### config.mk
export PLATFORM = sky130hd
export DESIGN_NAME = pit_multichannel_flat
export DESIGN_NICKNAME = d
export VERILOG_FILES = /design/src/rtl/pit_multichannel_if.sv /design/src/rtl/pit_multichannel.sv /design/src/flat_wrapper.sv
export SDC_FILE = /design/constraint.sdc
export NUM_CORES = 1
export LEC_CHECK = 0
export CAP_MARGIN = 30
export CORE_UTILIZATION = 45
export DETAILED_ROUTE_END_ITERATION = 10
export PLACE_DENSITY_LB_ADDON = 0.3
export SKIP_LAST_GASP = 1
export SLEW_MARGIN = 20
export SYNTH_ARGS = -nofsm -noshare
export SYNTH_HDL_FRONTEND = slang
export SYNTH_SLANG_ARGS = --single-unit
### constraint.sdc
create_clock -name Bus2IP_Clk -period 4.4 [get_ports Bus2IP_Clk]
set_clock_uncertainty 0.2 [all_clocks]
set_input_delay 1.1 -clock Bus2IP_Clk [delete_from_list [all_inputs] [get_ports Bus2IP_Clk]]
set_output_delay 1.1 -clock Bus2IP_Clk [all_outputs]
set_load 0.1 [all_outputs]
### src/rtl/pit_multichannel_if.sv
// Bus interface of pit_multichannel: IPIF-style user bus, grouped for module ports.
//   master : drives Bus2IP_Data/BE/RdCE/WrCE, receives IP2Bus_Data/RdAck/WrAck/Error
//   slave  : the timer side of the same bundle
interface pit_multichannel_if #(
  parameter int unsigned C_SLV_DWIDTH = 32,
  parameter int unsigned C_NUM_REG    = 7
);
  logic [C_SLV_DWIDTH-1:0]   Bus2IP_Data;
  logic [C_SLV_DWIDTH/8-1:0] Bus2IP_BE;
  logic [C_NUM_REG-1:0]      Bus2IP_RdCE;
  logic [C_NUM_REG-1:0]      Bus2IP_WrCE;
  logic [C_SLV_DWIDTH-1:0]   IP2Bus_Data;
  logic                      IP2Bus_RdAck;
  logic                      IP2Bus_WrAck;
  logic                      IP2Bus_Error;

  modport master (
    output Bus2IP_Data, Bus2IP_BE, Bus2IP_RdCE, Bus2IP_WrCE,
    input  IP2Bus_Data, IP2Bus_RdAck, IP2Bus_WrAck, IP2Bus_Error
  );

  modport slave (
    input  Bus2IP_Data, Bus2IP_BE, Bus2IP_RdCE, Bus2IP_WrCE,
    output IP2Bus_Data, IP2Bus_RdAck, IP2Bus_WrAck, IP2Bus_Error
  );
endinterface

### src/rtl/pit_multichannel.sv
// Multi-channel programmable interval timer on the IPIF-style user bus.
// NUM_CH independent down-counters, each with an 8-bit prescaler, optional
// auto-reload and interrupt enable. Expiries latch into a shared W1C STATUS.
// Register map (register k selected by CE bit [C_NUM_REG-1-k]):
//   3c   CTRL   RW  bit0 EN, bit1 IE, bit2 RELOAD, bits[11:4] PRESC
//   3c+1 LOAD   RW  period value
//   3c+2 COUNT  RO  live counter (write -> Error, discarded)
//   3N   STATUS W1C bit c = channel c expired
// Ports:
//   Bus2IP_Clk    clock
//   Bus2IP_Resetn asynchronous active-low reset
//   bus           slave side of pit_multichannel_if (data, BE, CEs, acks, error)
//   IP_Interrupt  OR of Irq_Vec
//   Irq_Vec       registered STATUS & IE per channel
module pit_multichannel #(
  parameter int unsigned NUM_CH       = 2,
  parameter int unsigned CNT_W        = 32,
  parameter int unsigned C_SLV_DWIDTH = 32,
  parameter int unsigned C_NUM_REG    = 3*NUM_CH+1
) (
  input  logic                Bus2IP_Clk,
  input  logic                Bus2IP_Resetn,
  pit_multichannel_if.slave   bus,
  output logic                IP_Interrupt,
  output logic [NUM_CH-1:0]   Irq_Vec
);

  localparam int unsigned DW     = C_SLV_DWIDTH;
  localparam int unsigned BW     = DW/8;
  localparam int unsigned ST_IDX = 3*NUM_CH;
  localparam int unsigned PSC_W  = 8;

  // Register state
  logic [NUM_CH-1:0] en_q, en_d;
  logic [NUM_CH-1:0] ie_q, ie_d;
  logic [NUM_CH-1:0] rl_q, rl_d;
  logic [PSC_W-1:0]  presc_cfg_q [NUM_CH];
  logic [PSC_W-1:0]  presc_cfg_d [NUM_CH];
  logic [PSC_W-1:0]  psc_cnt_q   [NUM_CH];
  logic [PSC_W-1:0]  psc_cnt_d   [NUM_CH];
  logic [CNT_W-1:0]  load_q      [NUM_CH];
  logic [CNT_W-1:0]  load_d      [NUM_CH];
  logic [CNT_W-1:0]  cnt_q       [NUM_CH];
  logic [CNT_W-1:0]  cnt_d       [NUM_CH];
  logic [NUM_CH-1:0] status_q, status_d;
  logic [NUM_CH-1:0] irq_q, irq_d;

  // Decode
  logic [C_NUM_REG-1:0] rd_sel_c, wr_sel_c;
  logic                 rd_ok_c, wr_ok_c;
  logic [NUM_CH-1:0]    ctrl_wr_c, load_wr_c, cnt_wr_c, tick_c, expire_c;
  logic                 status_wr_c;
  logic [NUM_CH-1:0]    st_clr_c;
  logic [DW-1:0]        load_m_c [NUM_CH];
  logic [DW-1:0]        ctrl_word_c [NUM_CH];
  logic [DW-1:0]        rdata_c;
  logic                 err_c;

  function automatic logic [DW-1:0] be_merge(input logic [DW-1:0] old_v,
                                             input logic [DW-1:0] new_v,
                                             input logic [BW-1:0] be);
    logic [DW-1:0] r;
    r = old_v;
    for (int unsigned b = 0; b < BW; b++) begin
      if (be[b]) r[8*b +: 8] = new_v[8*b +: 8];
    end
    return r;
  endfunction

  function automatic logic is_onehot(input logic [C_NUM_REG-1:0] v);
    return (v != '0) && ((v & (v - C_NUM_REG'(1))) == '0);
  endfunction

  // CE bit order is reversed: MSB selects register 0
  always_comb begin
    rd_sel_c = '0;
    wr_sel_c = '0;
    for (int unsigned k = 0; k < C_NUM_REG; k++) begin
      rd_sel_c[k] = bus.Bus2IP_RdCE[C_NUM_REG-1-k];
      wr_sel_c[k] = bus.Bus2IP_WrCE[C_NUM_REG-1-k];
    end
  end

  assign rd_ok_c = is_onehot(bus.Bus2IP_RdCE);
  assign wr_ok_c = is_onehot(bus.Bus2IP_WrCE);

  // Per-channel write strobes and prescaler ticks; a CTRL or LOAD write
  // restarts the prescaler and swallows a coincident tick
  always_comb begin
    ctrl_wr_c = '0;
    load_wr_c = '0;
    cnt_wr_c  = '0;
    tick_c    = '0;
    for (int unsigned c = 0; c < NUM_CH; c++) begin
      ctrl_wr_c[c]   = wr_ok_c & wr_sel_c[3*c];
      load_wr_c[c]   = wr_ok_c & wr_sel_c[3*c+1];
      cnt_wr_c[c]    = wr_ok_c & wr_sel_c[3*c+2];
      tick_c[c]      = en_q[c] && (psc_cnt_q[c] == presc_cfg_q[c]) &&
                       !ctrl_wr_c[c] && !load_wr_c[c];
      load_m_c[c]    = be_merge(DW'(load_q[c]), bus.Bus2IP_Data, bus.Bus2IP_BE);
      ctrl_word_c[c] = DW'({presc_cfg_q[c], 1'b0, rl_q[c], ie_q[c], en_q[c]});
    end
  end

  assign status_wr_c = wr_ok_c & wr_sel_c[ST_IDX];
  assign st_clr_c    = (status_wr_c && bus.Bus2IP_BE[0]) ? bus.Bus2IP_Data[NUM_CH-1:0] : '0;

  // Next-state logic for configuration, prescalers, counters and status
  always_comb begin
    en_d        = en_q;
    ie_d        = ie_q;
    rl_d        = rl_q;
    presc_cfg_d = presc_cfg_q;
    psc_cnt_d   = psc_cnt_q;
    load_d      = load_q;
    cnt_d       = cnt_q;
    expire_c    = '0;
    for (int unsigned c = 0; c < NUM_CH; c++) begin
      if (ctrl_wr_c[c]) begin
        if (bus.Bus2IP_BE[0]) begin
          en_d[c]             = bus.Bus2IP_Data[0];
          ie_d[c]             = bus.Bus2IP_Data[1];
          rl_d[c]             = bus.Bus2IP_Data[2];
          presc_cfg_d[c][3:0] = bus.Bus2IP_Data[7:4];
        end
        if (bus.Bus2IP_BE[1]) presc_cfg_d[c][7:4] = bus.Bus2IP_Data[11:8];
      end

      if (!en_q[c] || ctrl_wr_c[c] || load_wr_c[c] || tick_c[c]) begin
        psc_cnt_d[c] = '0;
      end else begin
        psc_cnt_d[c] = psc_cnt_q[c] + PSC_W'(1);
      end

      if (load_wr_c[c]) begin
        load_d[c] = CNT_W'(load_m_c[c]);
        cnt_d[c]  = CNT_W'(load_m_c[c]);
      end else if (tick_c[c]) begin
        if (cnt_q[c] > CNT_W'(1)) begin
          cnt_d[c] = cnt_q[c] - CNT_W'(1);
        end else if (cnt_q[c] == CNT_W'(1)) begin
          expire_c[c] = 1'b1;
          cnt_d[c]    = rl_q[c] ? load_q[c] : '0;
        end
      end
    end
    // Set beats clear on the same bit
    status_d = (status_q & ~st_clr_c) | expire_c;
    irq_d    = status_q & ie_q;
  end

  always_ff @(posedge Bus2IP_Clk or negedge Bus2IP_Resetn) begin
    if (!Bus2IP_Resetn) begin
      en_q     <= '0;
      ie_q     <= '0;
      rl_q     <= '0;
      status_q <= '0;
      irq_q    <= '0;
      for (int unsigned c = 0; c < NUM_CH; c++) begin
        presc_cfg_q[c] <= '0;
        psc_cnt_q[c]   <= '0;
        load_q[c]      <= '0;
        cnt_q[c]       <= '0;
      end
    end else begin
      en_q        <= en_d;
      ie_q        <= ie_d;
      rl_q        <= rl_d;
      status_q    <= status_d;
      irq_q       <= irq_d;
      presc_cfg_q <= presc_cfg_d;
      psc_cnt_q   <= psc_cnt_d;
      load_q      <= load_d;
      cnt_q       <= cnt_d;
    end
  end

  // Read mux; returns 0 unless exactly one RdCE is active
  always_comb begin
    rdata_c = '0;
    if (rd_ok_c) begin
      for (int unsigned c = 0; c < NUM_CH; c++) begin
        if (rd_sel_c[3*c])   rdata_c = ctrl_word_c[c];
        if (rd_sel_c[3*c+1]) rdata_c = DW'(load_q[c]);
        if (rd_sel_c[3*c+2]) rdata_c = DW'(cnt_q[c]);
      end
      if (rd_sel_c[ST_IDX]) rdata_c = DW'(status_q);
    end
  end

  assign err_c = ((|bus.Bus2IP_WrCE) && !wr_ok_c) ||
                 ((|bus.Bus2IP_RdCE) && !rd_ok_c) ||
                 (|cnt_wr_c);

  assign bus.IP2Bus_Data  = rdata_c;
  assign bus.IP2Bus_RdAck = |bus.Bus2IP_RdCE;
  assign bus.IP2Bus_WrAck = |bus.Bus2IP_WrCE;
  assign bus.IP2Bus_Error = err_c;

  assign Irq_Vec      = irq_q;
  assign IP_Interrupt = |irq_q;

endmodule

### src/flat_wrapper.sv
// flat-port wrapper written by rule: the top's interface ports become plain ports
module pit_multichannel_flat 
#(
  parameter int unsigned NUM_CH       = 2,
  parameter int unsigned CNT_W        = 32,
  parameter int unsigned C_SLV_DWIDTH = 32,
  parameter int unsigned C_NUM_REG    = 3*NUM_CH+1
)
  (Bus2IP_Clk, Bus2IP_Resetn, IP_Interrupt, Irq_Vec, bus_Bus2IP_Data, bus_Bus2IP_BE, bus_Bus2IP_RdCE, bus_Bus2IP_WrCE, bus_IP2Bus_Data, bus_IP2Bus_RdAck, bus_IP2Bus_WrAck, bus_IP2Bus_Error);
  pit_multichannel_if #(.C_SLV_DWIDTH(C_SLV_DWIDTH), .C_NUM_REG(C_NUM_REG)) bus_i ();
  input  logic Bus2IP_Clk;
  input  logic Bus2IP_Resetn;
  output logic IP_Interrupt;
  output logic [NUM_CH-1:0] Irq_Vec;
  input wire logic [$bits(bus_i.Bus2IP_Data)-1:0] bus_Bus2IP_Data;
  input wire logic [$bits(bus_i.Bus2IP_BE)-1:0] bus_Bus2IP_BE;
  input wire logic [$bits(bus_i.Bus2IP_RdCE)-1:0] bus_Bus2IP_RdCE;
  input wire logic [$bits(bus_i.Bus2IP_WrCE)-1:0] bus_Bus2IP_WrCE;
  output wire logic [$bits(bus_i.IP2Bus_Data)-1:0] bus_IP2Bus_Data;
  output wire logic [$bits(bus_i.IP2Bus_RdAck)-1:0] bus_IP2Bus_RdAck;
  output wire logic [$bits(bus_i.IP2Bus_WrAck)-1:0] bus_IP2Bus_WrAck;
  output wire logic [$bits(bus_i.IP2Bus_Error)-1:0] bus_IP2Bus_Error;
  assign bus_i.Bus2IP_Data = bus_Bus2IP_Data;
  assign bus_i.Bus2IP_BE = bus_Bus2IP_BE;
  assign bus_i.Bus2IP_RdCE = bus_Bus2IP_RdCE;
  assign bus_i.Bus2IP_WrCE = bus_Bus2IP_WrCE;
  assign bus_IP2Bus_Data = bus_i.IP2Bus_Data;
  assign bus_IP2Bus_RdAck = bus_i.IP2Bus_RdAck;
  assign bus_IP2Bus_WrAck = bus_i.IP2Bus_WrAck;
  assign bus_IP2Bus_Error = bus_i.IP2Bus_Error;
  pit_multichannel #(.NUM_CH(NUM_CH), .CNT_W(CNT_W), .C_SLV_DWIDTH(C_SLV_DWIDTH), .C_NUM_REG(C_NUM_REG)) u_core (.Bus2IP_Clk(Bus2IP_Clk), .Bus2IP_Resetn(Bus2IP_Resetn), .bus(bus_i), .IP_Interrupt(IP_Interrupt), .Irq_Vec(Irq_Vec));
endmodule
# After elaboration in Yosys (flattened, before gate mapping)
# Index checks and enable logic that the tools add are counted.
# W data, S select, Z words.
dict set report word_totals {
  input_bits 52
  word_cells 125
  regBits 170
  out_inout_bits 38
}
dict set report classes {
  n_reduce_logical 45
  bitwise 13
  n_lt_le_gt_ge 2
  eq_ne 4
  n_addsub 6
  mux 37
}
# operator count
set ops {}
lappend ops {{$mux W32} 17}
lappend ops {{$mux W8} 10}
lappend ops {{$eq A32 B1 Y1 const B} 2}
lappend ops {{$gt A32 B1 Y1 const B} 2}
lappend ops {{$sub A32 B1 Y32 const B} 2}
lappend ops {{$add A8 B1 Y8 const B} 2}
lappend ops {{$eq A8 B8 Y1} 2}
lappend ops {{$and A7 B7 Y7} 2}
lappend ops {{$logic_not A7 Y1} 2}
lappend ops {{$reduce_bool A7 Y1} 2}
lappend ops {{$reduce_or A7 Y1} 2}
lappend ops {{$sub A7 B1 Y7 const B} 2}
lappend ops {{$mux W12} 1}
lappend ops {{$reduce_and A2 Y1} 6}
lappend ops {{$logic_and A1 B1 Y1} 11}
lappend ops {{$logic_not A1 Y1} 8}
lappend ops {{$logic_or A1 B1 Y1} 8}
lappend ops {{$mux W1} 8}
lappend ops {{$and A1 B1 Y1} 7}
lappend ops {{$reduce_bool A3 Y1} 2}
lappend ops {{$and A2 B2 Y2} 2}
lappend ops {{$reduce_bool A2 Y1} 2}
lappend ops {{$reduce_or A2 Y1} 2}
lappend ops {{$mux W2} 1}
lappend ops {{2 further kinds} 2}

# Depth between registers and ports, before layout
dict set report depth {
  word_depth 11
  depth_mapped 10
  ltp_nobuf 8
}

# Least setup slack after synthesis
# Ideal clock, no wire load.
dict set report synth_timing {
  path_type {input port to output port}
  start {input bus_Bus2IP_RdCE[3]}
  end {output bus_IP2Bus_Data[11]}
  n_path_buf 1
  stages 7
  required_ps 3100
  path_slack_ps -1579
  arrival_ps 4679
  path_cell_list {nor4_1 nand2b_1 o21ai_0 o211ai_1 or2_2 clkbuf_1 a211oi_1}
}
dict set report synth_via {
  elab_chain_len 5
  elab_cells_between_ends 10
  cone_classes {1 x add/sub; 5 x mux; 1 x bitwise; 3 x reduce/logical}
}
# item line_no
set synth_lines {}
lappend synth_lines {{start, declared} flat_wrapper.sv:17} ;# input wire logic [$bits(bus_i.Bus2IP_RdCE)-1:0] bus_Bus2IP_RdCE;
lappend synth_lines {{$sub A7 B1 Y7 or $mux W32 (tied branches)} {pit_multichannel.sv:71, pit_multichannel.sv:183}}
lappend synth_lines {{$and A7 B7 Y7 or $mux W32 (tied branches)} {pit_multichannel.sv:71, pit_multichannel.sv:184}}
lappend synth_lines {{$logic_not A7 Y1 or $mux W32 (tied branches)} {pit_multichannel.sv:71, pit_multichannel.sv:185}}
lappend synth_lines {{$logic_and A1 B1 Y1 or $mux W32 (tied branches)} {pit_multichannel.sv:71, pit_multichannel.sv:187}}
lappend synth_lines {{$mux W32 *} pit_multichannel.sv:181} ;# if (rd_ok_c) begin
lappend synth_lines {{end, declared} flat_wrapper.sv:19} ;# output wire logic [$bits(bus_i.IP2Bus_Data)-1:0] bus_IP2Bus_Data;
# Mark *: on every way between the ends. The rest lies on a longest branch, timed or not.

# Worst setup path after layout
dict set report layout_timing {
  start {input bus_Bus2IP_RdCE[0]}
  end {output bus_IP2Bus_Data[6]}
}
dict set report layout_via {
  elab_chain_len 5
  elab_cells_between_ends 7
  cone_classes {1 x add/sub; 2 x mux; 1 x bitwise; 3 x reduce/logical}
}
# item line_no
set layout_lines {}
lappend layout_lines {{$sub A7 B1 Y7} pit_multichannel.sv:71} ;# return (v != '0) && ((v & (v - C_NUM_REG'(1))) == '0);
lappend layout_lines {{$and A7 B7 Y7} pit_multichannel.sv:71}
lappend layout_lines {{$logic_not A7 Y1} pit_multichannel.sv:71}
lappend layout_lines {{$logic_and A1 B1 Y1} pit_multichannel.sv:71}
lappend layout_lines {{$mux W32 *} pit_multichannel.sv:181}
# Marks and branches as above.

==> results.yml <==
power:
  ir_drop_v: 0.000267
  p_int_mw: 3.26
  pwr-share-seq: 0.417
  power.leakage_nw: 5.77
  pwr-share-clk: 0.292
  power_switching_mw: 2.03
  finalPower_mw: 5.29
  powerDensity_nw_per_um2: 382
  p_comb_frac: 0.291
  switching_share: 0.384
setup_path:
  end_kind: "output port"
  cp.required_ns: 3.10
  r2r-start: "u_core.cnt_q[32]$_DFFE_PN0P_"
  worstSetupPathType: "in -> out"
  critPathLaunchType: "primary input"
  worstSetupStartpoint: "bus_Bus2IP_RdCE[0]"
  path_max_fanout: 8
  arrival_ns: 3.05
yosys:
  synth.cell_area_um2: 11100
  synth_common_cells: "dfrtp_1, nor2_1, nand2_1"
  yosysTopAreaCell: "dfrtp_1"
  synth_flop_cell: "dfrtp_1"
  async_flop_share: 1.00
  synthTopCellsByArea: "dfrtp_1, mux2_2, nor2_1"
  syn_nets: 1362
  synth-seq-area-share: 0.384
  yosys.cell_count.top_type: "dfrtp_1"
  synth_enable_flop_cells: 0
  yosys_warnings: 0
  netlist_instances: 1304
  ys_types: 73
  avgSynthCellArea_um2: 8.49
  synth_top_area_frac: 0.384
  synth_seq_cells: 170
timing:
  fin_tns_setup_ns: 0
  min_period_ns: 4.35
  hold_violations: 0
  max_freq_ghz: 0.230
  drv_slew: 0
  tightest_slew_ns: 0.971
  setup_violations: 0
  whs_ns: 0.307
  max_slew_margin: 0.351
  period_share: 0.988
hold_path:
  worstHoldStart: "u_core.load_q[12]$_DFFE_PN0P_"
  hp-class: "reg -> reg"
global_route:
  grt_pass1_vias: 10305
  gr-usage-met3: 0.0483
  grt_max_degree: 84
  grt_antenna_before_repair: 0
  grt_pass1_wl_mm: 58.7
  grt_overflow: 0
  met1_usage: 0.431
  gr-max-usage-layer: "met2"
  grt_use_total: 0.297
  use_met2: 0.446
drt:
  route.detailed.drc: 0
  drt_iter0_markers: 1246
  first_pass_iters: 6
  wirelength_mm: 37.8
  antenna_left: 0
  vias: 10960
  wl_per_cell_um: 22.0
  viasPerCell: 6.37
cells_and_area:
  fillers: 2139
  drive_gt1_frac: 0.185
  area_growth_pct: 25.0
  stdcell_area_um2: 13800
  insertedDiodeCount: 0
  nNetsFinal: 1442
  layout.cells.non_filler: 1721
floorplanning:
  die_x_um: 159
  dieHeight_um: 159
  start_util: 0.457
  core-area_um2: 24200
  pin_count: 90
  design.die.area_um2: 25200
  std_cell_rows: 57
clock_tree:
  clockRootBuffer: "clkbuf_16"
  cts_made_buffers: 17
  cts_tree: "yes"
  clk_latency_ns: 0.44
  clock_sinks: 170
  cts_max_level: 4
  clk_pin_slew_ns: 0.07
  clock_path_buffers: 2
run:
  cap_violations: 0
placed_design:
  placed_cells: 1687
  place_area_um2: 13100
  portBuffers: 89
  finalWeightedCongestion: 0.947
  dpl.hpwl_mm: 27.0
status:
  status: "finished, final reports clean"
[area by class of cell]
class	count	area [µm²]	share of cell area
inverter	26	97.6	0.00705
clock buffer	18	439	0.0317
tap	324	405	0.0293
timing repair buffer	151	1840	0.133
sequential	170	4250	0.307
multi-input combinational	1018	6650	0.480
clock inverter	14	159	0.0115
[through the flow]
step           utilization  worst slack, ns
2_1_floorplan            -           -0.122
3_3_place_gp         0.541           -0.199
3_5_place_dp         0.541           -0.216
4_1_cts              0.567          -0.0319
5_1_grt              0.571          -0.0113
6_report             0.571           0.0513
[power by group through the flow]
stage                     Combinational, mW  Clock (mW)  Sequential (mW)
after global placement                 1.47           0             2.21
after global routing                   1.68        1.62             2.24
after floorplan                        1.07           0             2.09
after CTS                              1.51        1.56             2.19
final                                  1.54        1.54             2.21
after detailed placement               1.49           0             2.22
[path summary, 6_finish.rpt]
| check | to | slack, ns | depth (start not counted) |
|---|---|---|---|
| setup / recovery | bus_IP2Bus_Data[6] | 0.05 | 9 |
| hold / removal | u_core.load_q[12]$_DFFE_PN0P_ | 0.31 | 2 |
| setup reg to reg | u_core.cnt_q[62]$_DFFE_PN0P_ | 1.09 | 9 |
| hold reg to reg | u_core.load_q[12]$_DFFE_PN0P_ | 0.31 | 2 |
| max in group asynchronous | u_core.cnt_q[35]$_DFFE_PN0P_ | 2.71 | 2 |
| min in group asynchronous | u_core.cnt_q[61]$_DFFE_PN0P_ | 0.54 | 1 |
[cell usage in the layout (no fill, tap or decap), types with 26 or more instances in the layout]
cell,synthesis,routed
a211oi_1,45,39
a21oi_1,93,93
and3_1,29,29
buf_12,0,42
buf_4,0,51
clkdlybuf4s50_1,0,45
dfrtp_1,170,170
inv_1,26,26
mux2_2,53,53
nand2_1,141,141
nor2_1,143,123
nor3_1,48,32
o21ai_0,83,81
[per-layer routing]
layer  up-vias  routed length, µm
met5         -                  0
met2       561              16800
met4         0               1150
met1      5344              16800
li1       4983                  -
met3        72               3040
[repair_timing]
| action | 4_1_cts | 5_1_grt |
|---|---|---|
| buffers inserted | 0 | 0 |
| endpoints found under the setup margin | 31 | 17 |
| cloned | 0 | 2 |
| hold buffers | 0 | 0 |
| gates resized for setup | 14 | 10 |
| pin swaps | 4 | 10 |
[logic make-up (layout without fill, tap and decap cells)]
family	count (synthesis)	after routing	share of synthesized area
compound gates	381	381	0.226
xor+xnor	42	42	0.0332
fa+ha+maj	8	8	0.00859
buf+inv	116	209	0.0419
flops	170	170	0.384
mux	75	75	0.0738
simple gates	512	512	0.233
[state kept, by name (all words and copies together) (netlist names)]
register and count:
u_core.ctrl_word_c 16, u_core.rl_q 2, u_core.cnt_q 64, u_core.Irq_Vec 2, u_core.load_q 64, u_core.ie_q 2, u_core.status_q 2, u_core.psc_cnt_q 16
u_core.en_q 2
[worst max-delay path: stages]
cell	delay, ns
dlygate4sd2_1	0.29
nor4_4	0.28
xor2_1	0.12
mux2i_1	0.17
o211ai_1	0.13
or2_4	0.32
buf_16	0.18
a211oi_4	0.25
buf_12	0.21
Note: power is estimated with default switching activity, not from simulation.
